### config.mk
export PLATFORM = sky130hd
export DESIGN_NAME = sdram_arbiter
export DESIGN_NICKNAME = d
export VERILOG_FILES = /design/src/rtl/sdram_arbiter.sv
export SDC_FILE = /design/constraint.sdc
export NUM_CORES = 1
export LEC_CHECK = 0
export CAP_MARGIN = 20
export CELL_PAD_IN_SITES_DETAIL_PLACEMENT = 1
export CELL_PAD_IN_SITES_GLOBAL_PLACEMENT = 1
export CORE_MARGIN = 2
export CORE_UTILIZATION = 43
export DETAILED_ROUTE_END_ITERATION = 10
export GPL_ROUTABILITY_DRIVEN = 0
export PLACE_DENSITY_LB_ADDON = 0.1
export SETUP_SLACK_MARGIN = 0.4
export SLEW_MARGIN = 25
export SYNTH_ARGS = -nofsm -noshare
export SYNTH_HDL_FRONTEND = slang
export SYNTH_SLANG_ARGS = --single-unit
### constraint.sdc
create_clock -name clk -period 11.7 [get_ports clk]
set_input_delay 1.17 -clock clk [delete_from_list [all_inputs] [get_ports clk]]
set_output_delay 1.17 -clock clk [all_outputs]
set_load 0.1 [all_outputs]
### src/rtl/sdram_arbiter.sv
// sdram_arbiter
// Two-client arbiter in front of a single-request SDRAM controller.
// Each client port owns a one-entry request latch; the arbiter forwards one
// latched request at a time to the controller and routes the completion
// (ack + read data) back to the port that was granted.
//
// Ports
//   clk, rst                 : sole clock, asynchronous active-high reset
//   c0_* (MPEG memory shim)  : addr/rd/wr/din in, dout/ack/busy out
//   c1_* (HPS bitstream load): same as c0_*
//   m_addr, m_rd, m_wr, m_din: registered request to the SDRAM controller
//   m_dout, m_ack, m_busy    : controller read data, completion, not-ready
// Parameters
//   ADDR_W : byte-address width
//   DATA_W : data width
//   RR     : 1 = round-robin on ties, 0 = port 0 always wins ties
module sdram_arbiter #(
  parameter int ADDR_W = 25,
  parameter int DATA_W = 16,
  parameter int RR     = 1
) (
  input  logic              clk,
  input  logic              rst,
  input  logic [ADDR_W-1:0] c0_addr,
  input  logic              c0_rd,
  input  logic              c0_wr,
  input  logic [DATA_W-1:0] c0_din,
  output logic [DATA_W-1:0] c0_dout,
  output logic              c0_ack,
  output logic              c0_busy,
  input  logic [ADDR_W-1:0] c1_addr,
  input  logic              c1_rd,
  input  logic              c1_wr,
  input  logic [DATA_W-1:0] c1_din,
  output logic [DATA_W-1:0] c1_dout,
  output logic              c1_ack,
  output logic              c1_busy,
  output logic [ADDR_W-1:0] m_addr,
  output logic              m_rd,
  output logic              m_wr,
  output logic [DATA_W-1:0] m_din,
  input  logic [DATA_W-1:0] m_dout,
  input  logic              m_ack,
  input  logic              m_busy
);

  typedef enum logic {IDLE = 1'b0, WAIT = 1'b1} state_t;

  state_t                 state_q;
  // vld_q[n] covers both "pending" and "in flight": the latch is occupied
  // from capture until the controller acks it, which is exactly cN_busy.
  logic [1:0]             vld_q;
  logic [1:0]             wr_q;
  logic [1:0][ADDR_W-1:0] addr_q;
  logic [1:0][DATA_W-1:0] din_q;
  logic [1:0][DATA_W-1:0] dout_q;
  logic [1:0]             ack_q;
  logic                   grant_q;
  logic                   last_q;
  logic [ADDR_W-1:0]      m_addr_q;
  logic [DATA_W-1:0]      m_din_q;
  logic                   m_rd_q;
  logic                   m_wr_q;

  logic [1:0]             stb_s;
  logic [1:0]             stb_wr_s;
  logic [1:0][ADDR_W-1:0] in_addr_s;
  logic [1:0][DATA_W-1:0] in_din_s;
  logic                   sel_s;

  // A strobe with both rd and wr set is taken as a write.
  assign stb_s     = {c1_rd | c1_wr, c0_rd | c0_wr};
  assign stb_wr_s  = {c1_wr, c0_wr};
  assign in_addr_s = {c1_addr, c0_addr};
  assign in_din_s  = {c1_din, c0_din};

  // Port selection; only meaningful in IDLE, where every valid latch is pending.
  always_comb begin
    sel_s = 1'b0;
    if (vld_q == 2'b11) begin
      if (RR != 0) begin
        sel_s = ~last_q;
      end else begin
        sel_s = 1'b0;
      end
    end else if (vld_q[1]) begin
      sel_s = 1'b1;
    end else begin
      sel_s = 1'b0;
    end
  end

  // Request latches, arbitration FSM and all registered outputs.
  always_ff @(posedge clk or posedge rst) begin
    if (rst) begin
      state_q  <= IDLE;
      vld_q    <= 2'b00;
      wr_q     <= 2'b00;
      addr_q   <= '0;
      din_q    <= '0;
      dout_q   <= '0;
      ack_q    <= 2'b00;
      grant_q  <= 1'b0;
      last_q   <= 1'b1;
      m_addr_q <= '0;
      m_din_q  <= '0;
      m_rd_q   <= 1'b0;
      m_wr_q   <= 1'b0;
    end else begin
      m_rd_q <= 1'b0;
      m_wr_q <= 1'b0;
      ack_q  <= 2'b00;
      // An occupied latch ignores new strobes entirely.
      for (int n = 0; n < 2; n++) begin
        if (stb_s[n] && !vld_q[n]) begin
          vld_q[n]  <= 1'b1;
          wr_q[n]   <= stb_wr_s[n];
          addr_q[n] <= in_addr_s[n];
          din_q[n]  <= in_din_s[n];
        end
      end
      case (state_q)
        IDLE: begin
          if ((vld_q != 2'b00) && !m_busy) begin
            grant_q  <= sel_s;
            m_addr_q <= addr_q[sel_s];
            m_din_q  <= din_q[sel_s];
            m_rd_q   <= ~wr_q[sel_s];
            m_wr_q   <= wr_q[sel_s];
            state_q  <= WAIT;
          end
        end
        WAIT: begin
          // Write acks also carry m_dout back; the client ignores it.
          if (m_ack) begin
            dout_q[grant_q] <= m_dout;
            ack_q[grant_q]  <= 1'b1;
            vld_q[grant_q]  <= 1'b0;
            last_q          <= grant_q;
            state_q         <= IDLE;
          end
        end
        default: state_q <= IDLE;
      endcase
    end
  end

  assign c0_dout = dout_q[0];
  assign c1_dout = dout_q[1];
  assign c0_ack  = ack_q[0];
  assign c1_ack  = ack_q[1];
  assign c0_busy = vld_q[0];
  assign c1_busy = vld_q[1];
  assign m_addr  = m_addr_q;
  assign m_din   = m_din_q;
  assign m_rd    = m_rd_q;
  assign m_wr    = m_wr_q;

endmodule

==> metrics.txt <==
row cnt 46; commonest cells after routing, fill and taps aside clkdlybuf4s50_1, dfrtp_1, mux2_2; crit path kind reg -> out; n_diodes 0; post-synthesis sequential area ratio 59.73%; critical-path maximum fanout 6; TritonRoute pass-1 iters 4; Syn Inst Count 409; Core Footprint 15830 µm²; relative slew slack 30.19%; crit-path max cell delay 1.19 ns; DRC Markers 0; CTS Buf Count 17; reg2reg path depth 3; Yosys top cell by area dfrtp_1; first-pass GRT wire length 25.99 mm; setup TNS 0 ns; final hold violation count 0; DRC marker count from the first detailed-route iteration 133; Port Buffers 184; Fmax 304.5 MHz; area share of the largest cell type after synthesis 59.35%; Least-Margin Pin Slew 1.044 ns; leftover overflow at the end of global routing 0; Die Wd 131.2 µm; Clock transition at path regs 0.06 ns; vias in the first global route 4735; Ys Warns 0; CTS Root Cell clkbuf_16; CP Launch Type flip-flop; Design Area, Final 9550 µm²; status complete, no violations; Avg Cell Area, Syn 17.01 µm²; grt peak-use layer met2; stages on the worst setup path 1; Max Root-Sink Buffers 2; hold crit path type reg -> reg; H-tree depth 4; dpl cell area 8982 µm²; share of cells above drive strength 1 38.78%; NumNets Final 701; Crit path max-delay family buffers and inverters; Slowest-stage cell, CP clkdlybuf4s50_1; die height 131.2 µm; Crit. End Element primary output; Post-Syn Area 6957 µm²; # resized after CTS 0; most common cell after layout, fill and taps aside clkdlybuf4s50_1; hold path depth 2; vias 4060; Final Slew Violations 0; worst-path cell chain clkdlybuf4s50_1; final WL 16.11 mm; unrepaired setup endpoints after global routing false; Worst EP required 10.53 ns; post-route minimum period 3.284 ns; Crit path buffers/inverters 1; crit path DAT 2.11 ns; Net Count, Synth 515; Ports 185; met3 usage 6.289%; M2 GR Usage 33.74%; # clock sinks 166; clk_lat worst skew 0.42 ns; M1 GR Usage 23.08%; routed vias/inst 4.939; largest net degree at the start of global routing 92; #FFs+latches synth 166; antenna-violating nets left 0; CTS tree yes; detailed placement HPWL 10.56 mm; Starting Density 43.95%; Layout Area Growth over Synthesis 37.28%; top cells by area, synth dfrtp_1, mux2_2, mux2_4; initial antenna violation count 0; Final Skew 0.008731 ns; All-Layer GR Usage 19.65%; ratio of final minimum period to clock period 28.07%; # hold bufs at CTS 0; max-capacitance violation count 0; wire per inst 19.60 µm; die area 17210 µm²; endpoints failing setup 0; postcts setup bufs 0; Unique masters post-synth 20; fillers 1483
[cells by family (layout without fill, tap and decap cells)]
logic type,Yosys count,after routing,synth area share (%)
AO/OA/AOI/OAI,6,6,0.6655
buffers and inverters,25,222,2.374
flip-flops,166,166,59.73
multiplexers,200,200,36.44
AND/OR/NAND/NOR,12,12,0.7913
[state kept, by name (all words and copies together) (netlist names)]
| register | count |
|---|---|
| c0_dout | 16 |
| c1_dout | 16 |
| wr_q | 2 |
| m_din | 16 |
| m_rd | 1 |
| m_wr | 1 |
| addr_q | 50 |
| ack_q | 2 |
| din_q | 32 |
| last_q | 1 |
| m_addr | 25 |
| vld_q | 2 |
| state_q | 1 |
| grant_q | 1 |
[Yosys cell counts (all sizes together)]
master / n
buf: 20
mux2: 198
dfstp: 1
nand2: 3
a21bo: 1
nor3: 2
dfrtp: 165
o21ai: 2
mux2i: 2
nand3: 1
and2: 1
nand3b: 1
nor2: 4
inv: 5
o21a: 1
o21bai: 2
[path summary, 6_finish.rpt]
path / startpoint / end / slack (ns)
min reg2reg: last_q / last_q / 0.48
min: last_q / last_q / 0.48
max: vld_q[0] / c0_busy / 8.42
max reg2reg: vld_q[0] / m_addr[9] / 9.56
max in group asynchronous: rst / din_q[9] / 9.23
min in group asynchronous: rst / din_q[29] / 1.28
[layout make-up]
| class | instances | area, µm² | area share, % |
|---|---|---|---|
| inverters | 5 | 23.77 | 0.2489 |
| multi-input cells | 218 | 2669 | 27.94 |
| well taps | 216 | 270.3 | 2.830 |
| clock buffers | 21 | 460.4 | 4.821 |
| clock inverters | 9 | 103.9 | 1.087 |
| repair buffers | 187 | 1868 | 19.56 |
| flip-flops and latches | 166 | 4155 | 43.51 |
[worst min-delay path: stages (launching register included)]
cell	delay (ns)
dfstp_2	0.38
nand2_1	0.05
nand2_1	0.05
[metal layers]
| layer | vias to the layer above | part of all wire (%) |
|---|---|---|
| met5 | - | 0 |
| met4 | 0 | 1.9 |
| met3 | 23 | 5.6 |
| met2 | 119 | 51 |
| met1 | 2107 | 42 |
| li1 | 1811 | - |
[per-stage QoR]
step | cells | utilization [%] | worst slack, ns | hold WS (ns)
floorplan | 409 | - | 6.042 | 0.4395
global placement | 792 | 56.75 | 8.368 | 0.4557
detailed placement | 792 | 56.75 | 8.354 | 0.4759
CTS | 822 | 60.32 | 8.386 | 0.4835
global route | 822 | 60.34 | 8.339 | 0.4984
finish | 822 | 60.34 | 8.416 | 0.4790
Power is left out: the tool's default activity adds up to more than one toggle a clock period on the data nets, which glitch-free logic cannot reach.
